`src/rtl/controlador_es.sv`:
```
// I/O sequencer for the Forth core: valid/ready handshakes on the input/output ports, PC hold via haltES.
// Optional wait-state abort is enabled by defining ES_TIMEOUT_EN.
module controlador_es #(
  parameter int DATA_WIDTH     = 16,
  parameter int TIMEOUT_CICLOS = 1024
) (
  input  logic                  clk,
  input  logic                  rst_n,
  input  logic [1:0]            seletorES,
  input  logic [DATA_WIDTH-1:0] dado_t,
  input  logic                  in_valid,
  input  logic [DATA_WIDTH-1:0] in_data,
  output logic                  in_ready,
  output logic                  out_valid,
  output logic [DATA_WIDTH-1:0] out_data,
  input  logic                  out_ready,
  output logic                  haltES,
  output logic [DATA_WIDTH-1:0] dado_entrada,
  output logic                  es_concluido,
  output logic                  erro_es
);

  typedef enum logic [1:0] {
    OCIOSO         = 2'd0,
    ESPERA_ENTRADA = 2'd1,
    ESPERA_SAIDA   = 2'd2,
    CONCLUI        = 2'd3
  } estado_t;

  estado_t               r_estado;
  logic                  r_out_valid;
  logic [DATA_WIDTH-1:0] r_out_data;
  logic [DATA_WIDTH-1:0] r_dado_entrada;
  logic                  r_es_concluido;
  logic                  w_sel_le;
  logic                  w_sel_escreve;

  assign w_sel_le      = (seletorES == 2'b01);
  assign w_sel_escreve = (seletorES == 2'b10);

  // in_ready is only raised where a capture happens on the same edge, so one word per read
  assign in_ready = ((r_estado == OCIOSO) && w_sel_le) || (r_estado == ESPERA_ENTRADA);
  assign haltES   = ((r_estado == OCIOSO) && (w_sel_le || w_sel_escreve))
                  || (r_estado == ESPERA_ENTRADA) || (r_estado == ESPERA_SAIDA);

  assign out_valid    = r_out_valid;
  assign out_data     = r_out_data;
  assign dado_entrada = r_dado_entrada;
  assign es_concluido = r_es_concluido;

`ifdef ES_TIMEOUT_EN
  localparam int CW = (TIMEOUT_CICLOS > 1) ? $clog2(TIMEOUT_CICLOS) : 1;
  localparam logic [CW-1:0] CNT_MAX = CW'(TIMEOUT_CICLOS - 1);

  logic [CW-1:0] r_cnt;
  logic          r_erro_es;
  logic          w_expirou;

  assign w_expirou = (r_cnt == CNT_MAX);
  assign erro_es   = r_erro_es;
`else
  assign erro_es   = 1'b0;
`endif

  always_ff @(posedge clk or negedge rst_n) begin
    if (!rst_n) begin
      r_estado       <= OCIOSO;
      r_out_valid    <= 1'b0;
      r_out_data     <= '0;
      r_dado_entrada <= '0;
      r_es_concluido <= 1'b0;
`ifdef ES_TIMEOUT_EN
      r_cnt          <= '0;
      r_erro_es      <= 1'b0;
`endif
    end else begin
      r_es_concluido <= 1'b0;
`ifdef ES_TIMEOUT_EN
      r_erro_es      <= 1'b0;
`endif
      case (r_estado)
        OCIOSO: begin
`ifdef ES_TIMEOUT_EN
          r_cnt <= '0;
`endif
          if (w_sel_le) begin
            if (in_valid) begin
              r_dado_entrada <= in_data;
              r_es_concluido <= 1'b1;
              r_estado       <= CONCLUI;
            end else begin
              r_estado <= ESPERA_ENTRADA;
            end
          end else if (w_sel_escreve) begin
            r_out_data  <= dado_t;
            r_out_valid <= 1'b1;
            r_estado    <= ESPERA_SAIDA;
          end
        end
        ESPERA_ENTRADA: begin
          if (in_valid) begin
            r_dado_entrada <= in_data;
            r_es_concluido <= 1'b1;
            r_estado       <= CONCLUI;
          end
`ifdef ES_TIMEOUT_EN
          else if (w_expirou) begin
            r_dado_entrada <= '0;
            r_es_concluido <= 1'b1;
            r_erro_es      <= 1'b1;
            r_estado       <= CONCLUI;
          end else begin
            r_cnt <= r_cnt + 1'b1;
          end
`endif
        end
        ESPERA_SAIDA: begin
          if (out_ready) begin
            r_out_valid    <= 1'b0;
            r_es_concluido <= 1'b1;
            r_estado       <= CONCLUI;
          end
`ifdef ES_TIMEOUT_EN
          else if (w_expirou) begin
            r_out_valid    <= 1'b0;
            r_es_concluido <= 1'b1;
            r_erro_es      <= 1'b1;
            r_estado       <= CONCLUI;
          end else begin
            r_cnt <= r_cnt + 1'b1;
          end
`endif
        end
        // seletorES is ignored here: the PC advances at the end of this cycle
        CONCLUI: r_estado <= OCIOSO;
        default: r_estado <= OCIOSO;
      endcase
    end
  end

endmodule

```
`config.mk`:
```
export PLATFORM = sky130hd
export DESIGN_NAME = controlador_es
export DESIGN_NICKNAME = d
export VERILOG_FILES = /design/src/rtl/controlador_es.sv
export SDC_FILE = /design/constraint.sdc
export NUM_CORES = 1
export LEC_CHECK = 0
export CORE_MARGIN = 2
export CORE_UTILIZATION = 44
export CTS_CLUSTER_DIAMETER = 30
export DETAILED_ROUTE_END_ITERATION = 16
export PLACE_DENSITY = 0.85
export SLEW_MARGIN = 20
export SYNTH_ARGS = -nofsm -noshare
export SYNTH_HDL_FRONTEND = slang
export SYNTH_SLANG_ARGS = --single-unit
```
`constraint.sdc`:
```
create_clock -name clk -period 3.7 [get_ports clk]
set_clock_uncertainty 0.1 [all_clocks]
set_input_delay 0.555 -clock clk [delete_from_list [all_inputs] [get_ports clk]]
set_output_delay 0.555 -clock clk [all_outputs]
set_load 0.01 [all_outputs]
```
### Yosys cells after proc, flatten, opt, wreduce, memory -nomap -nowiden

Cells that the tools add are included.

| storage, ports and cells | value |
|---|---|
| input bits | 38 |
| output and inout port bits | 37 |
| flip-flop bits (word level) | 36 |

| cells by class | value |
|---|---|
| bitwise logic cells | 1 |
| reductions and logical operators | 13 |
| mux-type cells | 17 |
| eq/ne operators | 11 |

Operators by type and width:

| cell | count |
|---|---|
| 2-to-1 mux 16 bit | 2 |
| case mux 16 bit (2 select lines) | 1 |
| 2-to-1 mux 2 bit | 5 |
| != test 2 bit, second input constant | 5 |
| case mux 2 bit (4 select lines) | 1 |
| equality test 2 bit, second input constant | 3 |
| 2-to-1 mux 1 bit | 6 |
| AND reduction 3 bit | 2 |
| equality test 2 x 1 -> 1 bit, second input constant | 2 |
| logical OR 1 bit | 4 |
| AND reduction 4 bit | 1 |
| nonzero test 2 bit | 2 |
| != test 3 bit, second input constant | 1 |
| case mux 1 bit (3 select lines) | 1 |
| logical AND 1 bit | 2 |
| zero test 2 bit | 1 |
| case mux 1 bit (2 select lines) | 1 |
| AND reduction 2 bit | 1 |
| NOT 1 bit | 1 |

### Longest topological paths before layout

Gate-level depths: netlist of run 1.

| logic depth | value |
|---|---|
| depth in word-level cells | 5 |
| gate-level depth with buffers | 6 |
| depth with buffers taken out | 5 |

### Least setup slack after synthesis of run 1

Ideal clock, no wire load.

| timing | value |
|---|---|
| path type | register to register |
| from | register r_estado[0] |
| to | register r_dado_entrada[10], in the netlist dado_entrada[10] |
| path slack | 1.856 ns |
| arrival | 1.619 ns |
| required time | 3.475 ns |
| library setup time | 0.125 ns |
| stages on the path, launching flop included | 7 |
| path through | dfrtp_1 inv_1 ha_1 mux2_4 nand2_4 buf_6 mux2_4 |

| between the ends | value |
|---|---|
| cells in the longest elaborated chain, start to end | 3 |

Ends and longest elaborated chain:

| item | line | RTL |
|---|---|---|
| from (decl) | 30 | `estado_t r_estado;` |
| from (signal assigned) | 67 | `r_estado <= OCIOSO;` |
| from (signal assigned) | 90 | `r_estado <= CONCLUI;` |
| from (signal assigned) | 92 | `r_estado <= ESPERA_ENTRADA;` |
| equality test 2 x 1 -> 1 bit / zero test 2 bit (equally long branches) | 81 | `case (r_estado)` |
| nonzero test 2 bit (no source line) / != test 2 bit (equally long branches) | - |  |
| AND reduction 2 bit (no source line) | - |  |
| to (signal assigned) | 88 | `r_dado_entrada <= in_data;` |
| to (signal assigned) | 102 | `r_dado_entrada <= in_data;` |
| to (decl) | 33 | `logic [DATA_WIDTH-1:0] r_dado_entrada;` |

Several ways; a longest one is shown, not always the timed one.
A chain may end at the register's enable or synchronous reset.

### Final worst setup path of run 1

| timing | value |
|---|---|
| from | input port seletorES[0] |
| to | output port haltES |

| between the ends | value |
|---|---|
| cells in the longest elaborated chain, start to end | 5 |

Ends and longest elaborated chain:

| item | line | RTL |
|---|---|---|
| from (decl) | 9 | `input logic [1:0] seletorES,` |
| equality test 2 x 1 -> 1 bit / equality test 2 bit (equally long branches) | 38, 39 |  |
| logical OR 1 bit (*) | 43 | `assign haltES = ((r_estado == OCIOSO) && (w_sel_le \|\| w_sel_escreve))` |
| logical AND 1 bit (*) | 43 |  |
| logical OR 1 bit (*) (2 in series) | 44 | `\|\| (r_estado == ESPERA_ENTRADA) \|\| (r_estado == ESPERA_SAIDA);` |
| to (decl) | 17 | `output logic haltES,` |

Mark *: on every way between the ends. The rest lies on a longest branch, timed or not.

==> results.tsv, run 1 <==
metric	value	unit
yosysUniqueCellTypes	23	
synth_top_area_share	55.3	%
cts_buffer_depth	2	
tns	0	ns
path_max_fanout	3	
grt_use_met1	20.5	%
cts_tree	done	
synth_area_leaders	dfrtp_1, mux2_2, mux2_4	
critical_path.startpoint	seletorES[0]	
drc_errors	0	
syn-num-nets	158	
syn2layout_area_growth	54.1	%
rr_endpoint	dado_entrada[0]$_DFFE_PN0P_	
die_w	64.9	um
ys_seq_area_share	55.3	%
ioPinCount	75	
async_flop_share	100	%
dp.cells	228	
relSlewSlack	56.1	%
gp_congestion	0.808	
cts_setup_buffers	0	
slew_violations	0	
num_rows	22	
ant_nets	0	
grt_pass1_wl	5390	um
synth-xor-area-share	0	%
clk_pin_slew_worst_paths	0.06	ns
final_cell_count_no_fill	236	
syn-cell-area	0.00163	mm^2
drt_iter0_markers	30	
hpwl	2540	um
synth_simple_gate_area_share	2.61	%
start_util	45.2	%
drv_cap	0	
critPathMostFrequentCell	clkdlybuf4s50_1	
cts_inserted_buffers	5	
max_stage_delay	0.56	ns
synth_top_family_by_area	multiplexers	
crit_chain	clkdlybuf4s50_1 > inv_1 > ha_1 > o21ai_0 > clkdlybuf4s50_1	
r2r_slack	1.71	ns
grt_usage	16.9	%
setup_viol	0	
p_sw_share	29.9	%
core-area	0.00361	mm^2
finalHoldViolations	0	
arrival	2.19	ns
wl	3320	um
cts-resized-gates	0	
ctsHoldBuffers	0	
dr.pass1.iters	4	
leakagePower	0.00115	uW
peakVddDrop	0.394	mV
synth_mux_area_share	27.9	%
ys_ff_latch	36	
min_from	out_data[4]$_DFFE_PN0P_	
met2_usage	27.8	%
worstRegToRegCells	5	
yosysTopAreaCell	dfrtp_1	
p_int	1460	uW
pwr-share-clk	15.9	%
grt_max_degree	37	
crit_required	3.04	ns
die_h	64.9	um
pwr-share-comb	50.2	%
ys.flop_type	dfrtp_1	
netlist_instances	110	
rr_startpoint	r_estado[0]$_DFFE_PN0P_	
viasPerCell	4.72	
status	complete, no violations	
cts-root-buf	clkbuf_8	
dr_total_vias	1114	
critPathLaunchType	input pin	
worst_pin_slew	0.657	ns
syn_area_per_cell	14.8	um^2
power_density	827	mW/mm^2
cts_max_level	2	
synth-compound-area-share	3.07	%
synth.most_common_cell	dfrtp_1	
busiest_layer	met2	
clock_latency	0.28	ns
cp_slowest_cell	clkdlybuf4s50_1	
synth-edff-count	0	
grt_pass1_vias	1144	
synthTopCellsByCount	dfrtp_1, mux2_2, mux2_4, ha_1, inv_1	
cts_num_sinks	36	
final_util	69.7	%
port_buffers	73	
grtUsageMet3	5.90	%
hold_slack	0.407	ns
wl_per_cell	14.0	um
antenna_cells	0	
rsz0062_at_grt	no	
synth_fa_ha_area_share	7.67	%
hold_class	reg -> reg	
antenna_found_initial	0	
p_seq_share	33.8	%
finalCritPeriodShare	77.0	%
crit_type	in -> out	
fmax	351	MHz
yosys_warnings	0	
switching_power	620	uW
dieArea	0.00421	mm^2
finalWorstPathRequiredPeriod	2.85	ns
setup.worst_path.end_class	output port	
crit_end	haltES	
num-nets-final	235	
drive_above_1_share	23.4	%
grt_remaining_overflow	0	
how the worst min path moves through the flow:
stage	end	slack [ns]	depth (start not counted)
floorplan	dado_entrada[0]$_DFFE_PN0P_	0.16	0
finish	out_data[4]$_DFFE_PN0P_	0.41	1
global route	out_data[10]$_DFFE_PN0P_	0.42	1
detailed placement	out_data[2]$_DFFE_PN0P_	0.40	1
CTS	out_data[4]$_DFFE_PN0P_	0.41	1
global placement	out_data[6]$_DFFE_PN0P_	0.39	1
critical path: cells and delay by family:
| kind | cells | cell delay [ns] |
|---|---|---|
| adders and majority gates | 1 | 0.31 |
| AOI/OAI and AO/OA | 1 | 0.18 |
| buffers and inverters | 3 | 1.15 |
cell usage in the layout, fill, tap and decap left out, types with 3 or more instances in the layout:
master,instances
clkdlybuf4s50_1,73
dfrtp_1,36
mux2_2,23
mux2_4,11
ha_1,10
inv_1,7
clkbuf_8,5
nor2_1,4
mux2i_1,3
final cells by class:
| type | count | area [um^2] |
|---|---|---|
| clock buffers | 5 | 68.8 |
| clock inverters | 3 | 42.5 |
| fillers | 245 | 1090 |
| inverters | 7 | 26.3 |
| multi-input cells | 63 | 676 |
| flip-flops and latches | 36 | 901 |
| well taps | 48 | 60.1 |
| repair buffers | 74 | 738 |
sequential cells by signal (all words and copies together), names as in the netlist:
register,cells
dado_entrada,16
es_concluido,1
out_data,16
out_valid,1
r_estado,2
per-stage QoR:
step	power, uW	cell area (um^2)	worst slack, ns
after floorplan	1230	1630	1.86
after global placement	1720	2400	0.915
after detailed placement	1760	2400	0.876
after CTS	2100	2510	0.853
after global routing	2210	2510	0.802
final	2080	2510	0.852
layer usage:
metal  share of wire (%)  up-vias  routed length [um]
li1                    -      525                   -
met1                  43      534                1440
met2                  48       48                1590
met3                 7.1        7                 234
met4                 1.7        0                  55
met5                   0        -                   0
power by group through the flow:
stage | clock (uW) | sequential (uW) | combinational, uW
floorplan | 0 | 790 | 436
global placement | 0 | 694 | 1020
detailed placement | 0 | 712 | 1050
CTS | 341 | 704 | 1050
global route | 362 | 731 | 1110
finish | 331 | 703 | 1040
logic make-up (layout without fill, tap and decap cells):
logic type               after synthesis  in the layout
multiplexers                          37             37
flip-flops                            36             36
buffers and inverters                 11             89
adder cells (fa/ha/maj)               10             10
AND/OR/NAND/NOR                        8              8
AO/OA/AOI/OAI                          7              7
other                                  1              1
Power figures use the tool's default switching activity.
==> run 2, diff against run 1 <==
Settings changed: CORE_UTILIZATION 44 to 37, PLACE_DENSITY 0.85 to 0.76.
Clock period 3.7 ns to 2.6 ns, I/O delays scaled along.
==> results.tsv, run 2 (synthesis results as in run 1) <==
metric	value	unit
status	complete, no violations	
crit_type	in -> out	
pwr-share-comb	50.1	%
crit_required	2.11	ns
num_rows	24	
place_ws	0.0763	ns
rsz0062_at_grt	no	
viasPerCell	4.70	
start_util	38.0	%
grt_remaining_overflow	0	
cts-resized-gates	0	
finalWorstPathRequiredPeriod	2.53	ns
critPathLaunchType	input pin	
num-nets-final	235	
peakVddDrop	0.543	mV
cts_inserted_buffers	5	
setup.worst_path.end_class	output port	
finalCritPeriodShare	97.1	%
nFillCells	342	
dr.pass1.iters	2	
dr_total_vias	1127	
hold_class	in -> async	
die_w	70.4	um
fmax	396	MHz
power_density	1180	mW/mm^2
pwr-share-clk	16.2	%
setup_ws	0.0748	ns
dieArea	0.00495	mm^2
antenna_cells	0	
r2r_slack	0.61	ns
ioPinCount	75	
grt_pass1_vias	1192	
grt_max_degree	37	
antenna_found_initial	0	
final_common_cell	clkdlybuf4s50_1	
drv_cap	0	
ctsHoldBuffers	0	
cts_max_level	2	
cts_num_sinks	36	
hpwl	2620	um
rr_startpoint	r_estado[0]$_DFFE_PN0P_	
clk_pin_slew_worst_paths	0.07	ns
final_cell_mix	clkdlybuf4s50_1, dfrtp_1, mux2_2, mux2_4, ha_1	
grt_pass1_wl	5800	um
drive_above_1_share	23.9	%
cts-root-buf	clkbuf_8	
ant_nets	0	
setup_viol	0	
p_seq_share	33.7	%
die_h	70.4	um
cts_setup_buffers	0	
switching_power	889	uW
wl_per_cell	14.2	um
p_sw_share	30.0	%
cts_buffer_depth	2	
relSlewSlack	42.6	%
finalHoldViolations	0	
p_int	2070	uW
grt_usage	15.1	%
rr_endpoint	dado_entrada[0]$_DFFE_PN0P_	
clock_latency	0.29	ns
gp_congestion	0.791	
arrival	2.04	ns
leakagePower	0.00115	uW
drc_errors	0	
worst_pin_slew	0.861	ns
slew_violations	0	
syn2layout_area_growth	54.1	%
path_max_fanout	3	
tns	0	ns
worstRegToRegCells	5	
wl	3410	um
drt_iter0_markers	53	
cts_tree	done	
port_buffers	73	
core-area	0.00429	mm^2
-- run 2: changes by cell type in the layout (fill, tap and decap cells not counted), sizes merged --
cell / before / now
clkdlybuf4s50: 73 / 72
clkbuf: 5 / 6
-- run 2: routing by layer --
metal	GRT usage, %	share of wire (%)	vias to the layer above
li1	-	-	528
met1	18.9	41	541
met2	23.5	49	48
met3	4.62	8.1	10
met4	7.69	2.3	0
met5	0	0	-
-- run 2: cell type report --
cell class                      instances  area [um^2]  area share [%]
Tap cell                               52         65.1            2.59
Multi-Input combinational cell         63          676            26.9
Clock inverter                          3         42.5            1.69
Clock buffer                            5         68.8            2.74
Sequential cell                        36          901            35.9
Timing Repair Buffer                   74          733            29.2
Inverter                                7         26.3            1.05
-- run 2: worst max-delay path, stage by stage --
cell and delay [ns]:
clkdlybuf4s50_1 0.50, inv_1 0.07, ha_1 0.32, o21ai_0 0.18, clkdlybuf4s50_1 0.56
-- run 2: power by group through the flow --
stage / registers [uW] / logic, uW / clock network [uW]
after floorplan: 1120 / 621 / 0
after global placement: 992 / 1460 / 0
after detailed placement: 1010 / 1490 / 0
after CTS: 1000 / 1500 / 494
after global routing: 1040 / 1600 / 527
final: 998 / 1480 / 481
-- run 2: worst max-delay path by stage --
stage	slack, ns	depth (start not counted)	to	from
global placement	0.14	5	haltES	seletorES[0]
floorplan	0.76	6	dado_entrada[10]$_DFFE_PN0P_	r_estado[0]$_DFFE_PN0P_
CTS	0.07	5	haltES	seletorES[0]
global route	0.03	5	haltES	seletorES[0]
detailed placement	0.08	5	haltES	seletorES[0]
finish	0.07	5	haltES	seletorES[0]
-- run 2: through the flow --
stage / power (uW) / util, % / instance area, um^2 / hold WS [ns] / cells
finish: 2960 / 58.5 / 2510 / 0.103 / 240
global route: 3160 / 58.5 / 2510 / 0.191 / 240
CTS: 3000 / 58.5 / 2510 / 0.137 / 240
detailed placement: 2510 / 55.9 / 2400 / 0.394 / 232
global placement: 2450 / 55.9 / 2400 / 0.389 / 232
floorplan: 1740 / - / 1630 / -0.00559 / 110
==> run 3, diff against run 2 <==
Settings changed: ABC_CLOCK_PERIOD_IN_PS from default to 2600, RECOVER_POWER from default to 100.
==> results.tsv, run 3 (synthesis results as in run 1) <==
metric	value	unit
clock_latency	0.29	ns
pwr-share-clk	17.3	%
fmax	396	MHz
clk_pin_slew_worst_paths	0.07	ns
worst_pin_slew	1.85	ns
cts_setup_buffers	0	
path_max_fanout	3	
die_h	70.4	um
dieArea	0.00495	mm^2
pwr-share-comb	47.2	%
power_density	1120	mW/mm^2
ioPinCount	75	
antenna_cells	0	
final_cell_count_no_fill	240	
grt_pass1_vias	1192	
core-area	0.00429	mm^2
dr.pass1.iters	2	
crit_chain	dlygate4sd3_1 > ha_1 > o21ai_0 > clkdlybuf4s50_1	
antenna_found_initial	0	
cts_inserted_buffers	5	
grt_pass1_wl	5800	um
grt_usage	15.1	%
dr_total_vias	1116	
status	finished, violations left	
p_seq_share	35.5	%
dp.cells	232	
setup.worst_path.end_class	output port	
rr_endpoint	dado_entrada[0]$_DFFE_PN0P_	
finalCritPeriodShare	97.2	%
port_buffers	73	
crit_required	2.11	ns
worstRegToRegCells	5	
hpwl	2620	um
slew_violations	37	
final_cell_mix	clkdlybuf4s50_1, dfrtp_1, dlygate4sd3_1, mux2_2, ha_1	
die_w	70.4	um
p_int	1910	uW
num-nets-final	235	
drive_above_1_share	18.1	%
r2r_slack	0.28	ns
syn2layout_area_growth	51.5	%
viasPerCell	4.65	
crit_buf_inv	2	
rsz0062_at_grt	no	
max_stage_delay	0.58	ns
setup_ws	0.0725	ns
cts_num_sinks	36	
finalWorstPathRequiredPeriod	2.53	ns
cts_max_level	2	
violations	max-capacitance violations, max-slew violations	
grt_remaining_overflow	0	
gp_congestion	0.791	
relSlewSlack	-23.3	%
critical_path.startpoint	seletorES[1]	
setup_viol	0	
num_rows	24	
leakagePower	0.00112	uW
hold_class	reg -> reg	
cts_tree	done	
wl_per_cell	14.0	um
cts-root-buf	clkbuf_8	
switching_power	859	uW
cts_buffer_depth	2	
final_common_cell	clkdlybuf4s50_1	
drv_cap	1	
ant_nets	0	
finalHoldViolations	0	
cts-resized-gates	0	
start_util	38.0	%
crit_type	in -> out	
peakVddDrop	0.528	mV
grt_max_degree	37	
critPathLaunchType	input pin	
p_sw_share	31.0	%
crit_end	haltES	
ctsHoldBuffers	0	
tns	0	ns
place_ws	0.0763	ns
rr_startpoint	r_estado[0]$_DFFE_PN0P_	
cp_num_cells	4	
drc_errors	0	
arrival	2.04	ns
drt_iter0_markers	57	
wl	3360	um
cp_slowest_cell	dlygate4sd3_1	
crit_family	buffers and inverters	
run 3: power groups by stage:
stage / Clock [uW] / Combinational [uW] / Sequential, uW
global route: 527 / 1420 / 1020
floorplan: 0 / 621 / 1120
CTS: 494 / 1500 / 1000
detailed placement: 0 / 1490 / 1010
finish: 479 / 1310 / 982
global placement: 0 / 1460 / 992
run 3: per-stage QoR:
stage	util, %	power [uW]	cell area (um^2)	hold slack [ns]
after floorplan	-	1740	1630	-0.00559
after global placement	55.9	2450	2400	0.389
after detailed placement	55.9	2510	2400	0.394
after CTS	58.5	3000	2510	0.137
after global routing	57.5	2970	2470	0.410
final	57.5	2770	2470	0.389
run 3: how the worst min path moves through the flow:
stage	to	start	cells past startpoint
2_1_floorplan	dado_entrada[0]$_DFFE_PN0P_	rst_n	0
3_3_place_gp	dado_entrada[4]$_DFFE_PN0P_	dado_entrada[4]$_DFFE_PN0P_	1
3_5_place_dp	dado_entrada[9]$_DFFE_PN0P_	dado_entrada[9]$_DFFE_PN0P_	1
4_1_cts	dado_entrada[7]$_DFFE_PN0P_	rst_n	1
5_1_grt	out_data[1]$_DFFE_PN0P_	out_data[1]$_DFFE_PN0P_	1
6_report	dado_entrada[9]$_DFFE_PN0P_	dado_entrada[9]$_DFFE_PN0P_	1
run 3: worst register-to-register path, stage by stage, from the launching register on:
cell and delay (ns):
dfrtp_1 0.40, inv_1 0.15, ha_1 0.26, mux2_4 0.31, nand2_1 0.56, mux2_2 0.42
run 3: metal layers:
metal	vias to the layer above	GRT usage, %	part of all wire [%]	wire length (um)
li1	526	-	-	-
met1	538	18.9	41	1370
met2	45	23.5	50	1670
met3	7	4.62	7.7	257
met4	0	7.69	1.8	59
met5	-	0	0	0
run 3: cell type report:
cell class | count | area [um^2]
timing repair buffer | 74 | 728
clock buffer | 5 | 68.8
clock inverter | 3 | 42.5
inverter | 7 | 26.3
multi-input combinational | 63 | 638
sequential | 36 | 901
tap | 52 | 65.1
fill | 353 | 1820
